$ cat config.mk
export PLATFORM = sky130hd
export DESIGN_NAME = mem_access_fsm
export DESIGN_NICKNAME = d
export VERILOG_FILES = /design/src/rtl/mem_access_fsm.sv
export SDC_FILE = /design/constraint.sdc
export NUM_CORES = 1
export LEC_CHECK = 0
export ABC_CLOCK_PERIOD_IN_PS = 1400
export BUFFER_PORTS_ARGS = -buffer_cell sky130_fd_sc_hd__buf_4
export CAP_MARGIN = 20
export CORE_ASPECT_RATIO = 0.5
export CORE_MARGIN = 2
export CORE_UTILIZATION = 43
export CTS_CLUSTER_SIZE = 30
export DETAILED_ROUTE_END_ITERATION = 6
export GPL_ROUTABILITY_DRIVEN = 0
export PLACE_DENSITY = 0.74
export REMOVE_ABC_BUFFERS = 1
export SLEW_MARGIN = 20
export SYNTH_ARGS = -nofsm -noshare
export SYNTH_HDL_FRONTEND = slang
export SYNTH_SLANG_ARGS = --single-unit
$ cat constraint.sdc
create_clock -name clkPE -period 1.4 [get_ports clkPE]
set_input_delay 0.28 -clock clkPE [delete_from_list [all_inputs] [get_ports clkPE]]
set_output_delay 0.28 -clock clkPE [all_outputs]
set_load 0.005 [all_outputs]
$ cat src/rtl/mem_access_fsm.sv
// Single-request access controller for a 2**ADDR_W x DATA_W word array. It holds the
// array strobe for WAIT_CYC+1 cycles, then reports completion until the consumer acks it.
module mem_access_fsm #(
    parameter int DATA_W   = 8,
    parameter int ADDR_W   = 3,
    parameter int WAIT_CYC = 1
) (
    input  logic              clkPE,
    input  logic              rstN,
    input  logic              sel,
    input  logic              op,
    input  logic [ADDR_W-1:0] addr,
    input  logic [DATA_W-1:0] wdata,
    input  logic              ack,
    output logic              ready,
    output logic              valid,
    output logic              rw,
    output logic [DATA_W-1:0] rdata,
    output logic              drop,
    output logic [ADDR_W-1:0] memAddr,
    output logic [DATA_W-1:0] memWdata,
    output logic              memWe,
    output logic              memRe,
    input  logic [DATA_W-1:0] memRdata,
    output logic [1:0]        o_dbg_state
);

    // Handshake: a request is taken on an edge where sel=1 and ready=1; a sel seen while
    // ready=0 is discarded and flagged on drop for one cycle. A completion stays offered
    // (valid=1, rdata stable) until the edge where ack=1; ack at any other time is ignored.
    typedef enum logic [1:0] {
        S_IDLE = 2'd0,
        S_WR   = 2'd1,
        S_RD   = 2'd2,
        S_RESP = 2'd3
    } state_t;

    localparam logic [3:0] L_WAIT = 4'(WAIT_CYC);

    state_t            r_state;
    logic [3:0]        r_cnt;
    logic [ADDR_W-1:0] r_addr;
    logic [DATA_W-1:0] r_wdata;
    logic              r_op;
    logic [DATA_W-1:0] r_rdata;
    logic              r_drop;

    always_ff @(posedge clkPE or negedge rstN) begin
        if (!rstN) begin
            r_state <= S_IDLE;
            r_cnt   <= '0;
            r_addr  <= '0;
            r_wdata <= '0;
            r_op    <= 1'b0;
            r_rdata <= '0;
            r_drop  <= 1'b0;
        end else begin
            // Any request arriving outside IDLE is lost, including one coinciding with ack.
            r_drop <= sel && (r_state != S_IDLE);
            case (r_state)
                S_IDLE: begin
                    if (sel) begin
                        r_addr  <= addr;
                        r_wdata <= wdata;
                        r_op    <= op;
                        r_cnt   <= L_WAIT;
                        r_state <= op ? S_WR : S_RD;
                    end
                end
                S_WR: begin
                    if (r_cnt == 4'd0) r_state <= S_RESP;
                    else               r_cnt   <= r_cnt - 4'd1;
                end
                S_RD: begin
                    if (r_cnt == 4'd0) begin
                        r_state <= S_RESP;
                        r_rdata <= memRdata;
                    end else begin
                        r_cnt <= r_cnt - 4'd1;
                    end
                end
                S_RESP: begin
                    if (ack) r_state <= S_IDLE;
                end
                default: r_state <= S_IDLE;
            endcase
        end
    end

    assign ready       = (r_state == S_IDLE);
    assign valid       = (r_state == S_RESP);
    assign memWe       = (r_state == S_WR);
    assign memRe       = (r_state == S_RD);
    assign rw          = r_op && (r_state != S_IDLE);
    assign rdata       = r_rdata;
    assign drop        = r_drop;
    assign memAddr     = r_addr;
    assign memWdata    = r_wdata;
    assign o_dbg_state = r_state;

endmodule
==> results.yml <==
setup_path:
  rr_endpoint: "rdata[7]"
  cp_max_fo: 8
  reg2reg_depth: 5
  reg2reg_slack_ns: -0.12
  endpoint_kind: "flop"
  crit_type: "reg -> reg"
  path_buf_inv: 1
  arrival_ns: 1.69
  cp.required_ns: 1.57
  slowest_stage: "dfrtp_1"
  cpLargestDelayFamily: "simple AND/OR/NAND/NOR gates"
  critPathCapture: "rdata[7]"
  r2r_start: "r_cnt[1]"
  path_cells: "inv_2, ha_4, nor3b_4, and2_4, mux2_4"
  crit_path_max_incr_delay_ns: 0.40
  cp-startpoint: "r_cnt[1]"
  cp_num_cells: 5
  startpoint_type: "flop"
layout:
  final_cell_mix: "buf_4, dfrtp_1, mux2_2"
  final_common_cell: "buf_4"
  area_delta_synth_final_pct: 60.9
  final_net_count: 200
  diodes: 0
  drive_above_1_share_pct: 71.4
timing:
  grt_setup_unrepaired: "yes"
  relSlewSlack_pct: 77.3
  slew_viol_final: 0
  fin_crit_sh_pct: 108
  finalClockSkew_ns: 0.00273
  setup_viol_count_final: 31
  post-route-min-period_ns: 1.52
  fmax_ghz: 0.658
  setup_ws_ns: -0.119
  worst_slew_pin_slew_ns: 0.341
  finalHoldViolCount: 0
global_routing:
  grt-ovfl-total: 0
  grt.total_usage_pct: 19.2
  grt_max_degree: 28
  grt_pass1_vias: 1111
  grt_pass1_wl_um: 5050
  antenna_found_initial: 0
route:
  drtIter0Drc: 96
  drc_errors: 0
  dr.pass1.iters: 4
  viasPerCell: 5.14
  vias: 1053
  ant_nets: 0
  avgRoutedWirePerCell_um: 15.9
  wl_um: 3270
clock_network:
  clock_latency_ns: 0.28
  cts_made_buffers: 3
  cts_tree: "built"
  cts_root_buf: "clkbuf_8"
  max-clock-path-buffers: 2
  cts_max_level: 1
  cts.sinks: 27
  clk_pin_slew_ns: 0.10
min_path:
  hp-class: "in -> reg"
  min_path_cells: 2
synth:
  synth_warnings: 0
  netlist_instances: 95
  synth_area_per_cell_um2: 13.6
  synth_area_um2: 1290
  ys_seq_elements: 27
  yosysUniqueCellTypes: 28
  ys_async_sr_fraction_pct: 100
  ys_seq_area_share_pct: 52.3
  synth_edf_count: 0
  ys.flop_type: "dfrtp_1"
placed_design:
  portBuffers: 50
  pre_cts_ws_ns: -0.128
  hpwl_um: 2150
status:
  status: "complete, but fails checks"
  violations: "negative setup slack"
floorplanning:
  core_area_um2: 2720
  start_util_pct: 47.5
  dieWidth_um: 81.5
  row_count: 13
  die_area_um2: 3480
  die_h_um: 42.8
  io_pins: 51
job:
  max-cap-violations: 0
power:
  power_leakage_nw: 0.999
  p_per_area_nw_per_um2: 2480
  fin_total_pwr_w: 0.00516
  ir_drop_mv: 1.44
-- metrics by stage --
step / cell area (um2) / hold WS, ns / TNS, ns / utilization, % / cells
CTS: 1980 / 0.216 / -1.00 / 72.9 / 204
finish: 2080 / 0.218 / -1.75 / 76.5 / 205
floorplan: 1260 / -0.0156 / -3.47 / - / 92
global placement: 1810 / 0.210 / -0.318 / 66.6 / 194
global route: 2080 / 0.208 / -3.02 / 76.5 / 205
detailed placement: 1810 / 0.210 / -0.847 / 66.6 / 194
-- state kept, by name (all words and copies together), names as in the netlist --
register / count
memWdata: 8
rdata: 8
r_cnt: 4
memAddr: 3
o_dbg_state: 2
drop: 1
r_op: 1
-- worst min path at each step --
stage          endpoint  slack, ns   startpoint
2_1_floorplan      drop      -0.02         rstN
3_3_place_gp   r_cnt[0]       0.21         rstN
3_5_place_dp   r_cnt[1]       0.21         rstN
4_1_cts        rdata[0]       0.22  memRdata[0]
5_1_grt        rdata[0]       0.21  memRdata[0]
6_report       rdata[0]       0.22  memRdata[0]
-- routing by layer --
| metal | global-route usage (%) | vias to the layer above | routed length, um |
|---|---|---|---|
| li1 | - | 478 | - |
| met1 | 22.4 | 539 | 1410 |
| met2 | 34.1 | 34 | 1670 |
| met3 | 5.32 | 2 | 170 |
| met4 | 6.44 | 0 | 17 |
| met5 | 0 | - | 0 |
-- cell usage after synthesis, drive strengths merged, types with 2 or more instances --
master / count / area share [%]
mux2: 20 / 20
nand2: 3 / 0.87
and2: 2 / 1.2
dfrtp: 27 / 52
a22oi: 2 / 1.2
nor2: 3 / 0.87
buf: 2 / 1.9
nand2b: 2 / 0.97
inv: 7 / 2.0
nor2b: 4 / 1.9
o32a: 2 / 1.6
ha: 7 / 6.8
o21ai: 2 / 0.78
-- layout make-up --
| class | instances | area (um2) |
|---|---|---|
| clock buffer | 3 | 41.3 |
| clock inverter | 1 | 7.51 |
| fill | 169 | 638 |
| inverter | 7 | 26.3 |
| multi-input combinational | 58 | 699 |
| sequential | 27 | 676 |
| tap | 37 | 46.3 |
| timing repair buffer | 72 | 582 |
-- cells by family (layout without fill, tap and decap cells) --
family / after synthesis / after routing / synth area share (%)
simple gates: 17 / 17 / 8.14
compound gates: 13 / 13 / 7.95
flops: 27 / 27 / 52.3
mux: 21 / 21 / 20.5
buf+inv: 10 / 83 / 4.26
fa+ha+maj: 7 / 7 / 6.78
-- where the power goes --
group | leakage [nW] | switching (W) | internal (W)
combinational | 0.653 | 0.00131 | 0.00196
sequential | 0.324 | 0.000250 | 0.00117
clock | 0.0217 | 0.000263 | 0.000203
-- what timing repair did --
item / in CTS / in global routing
endpoints found under the hold margin: 27 / 0
gates resized for setup: 20 / 18
cloned: 0 / 0
endpoints found under the setup margin: 21 / 31
pin swaps: 3 / 10
buffers inserted: 5 / 2
hold buffers: 1 / 0
No activity file was read; power rests on OpenSTA's default activity.
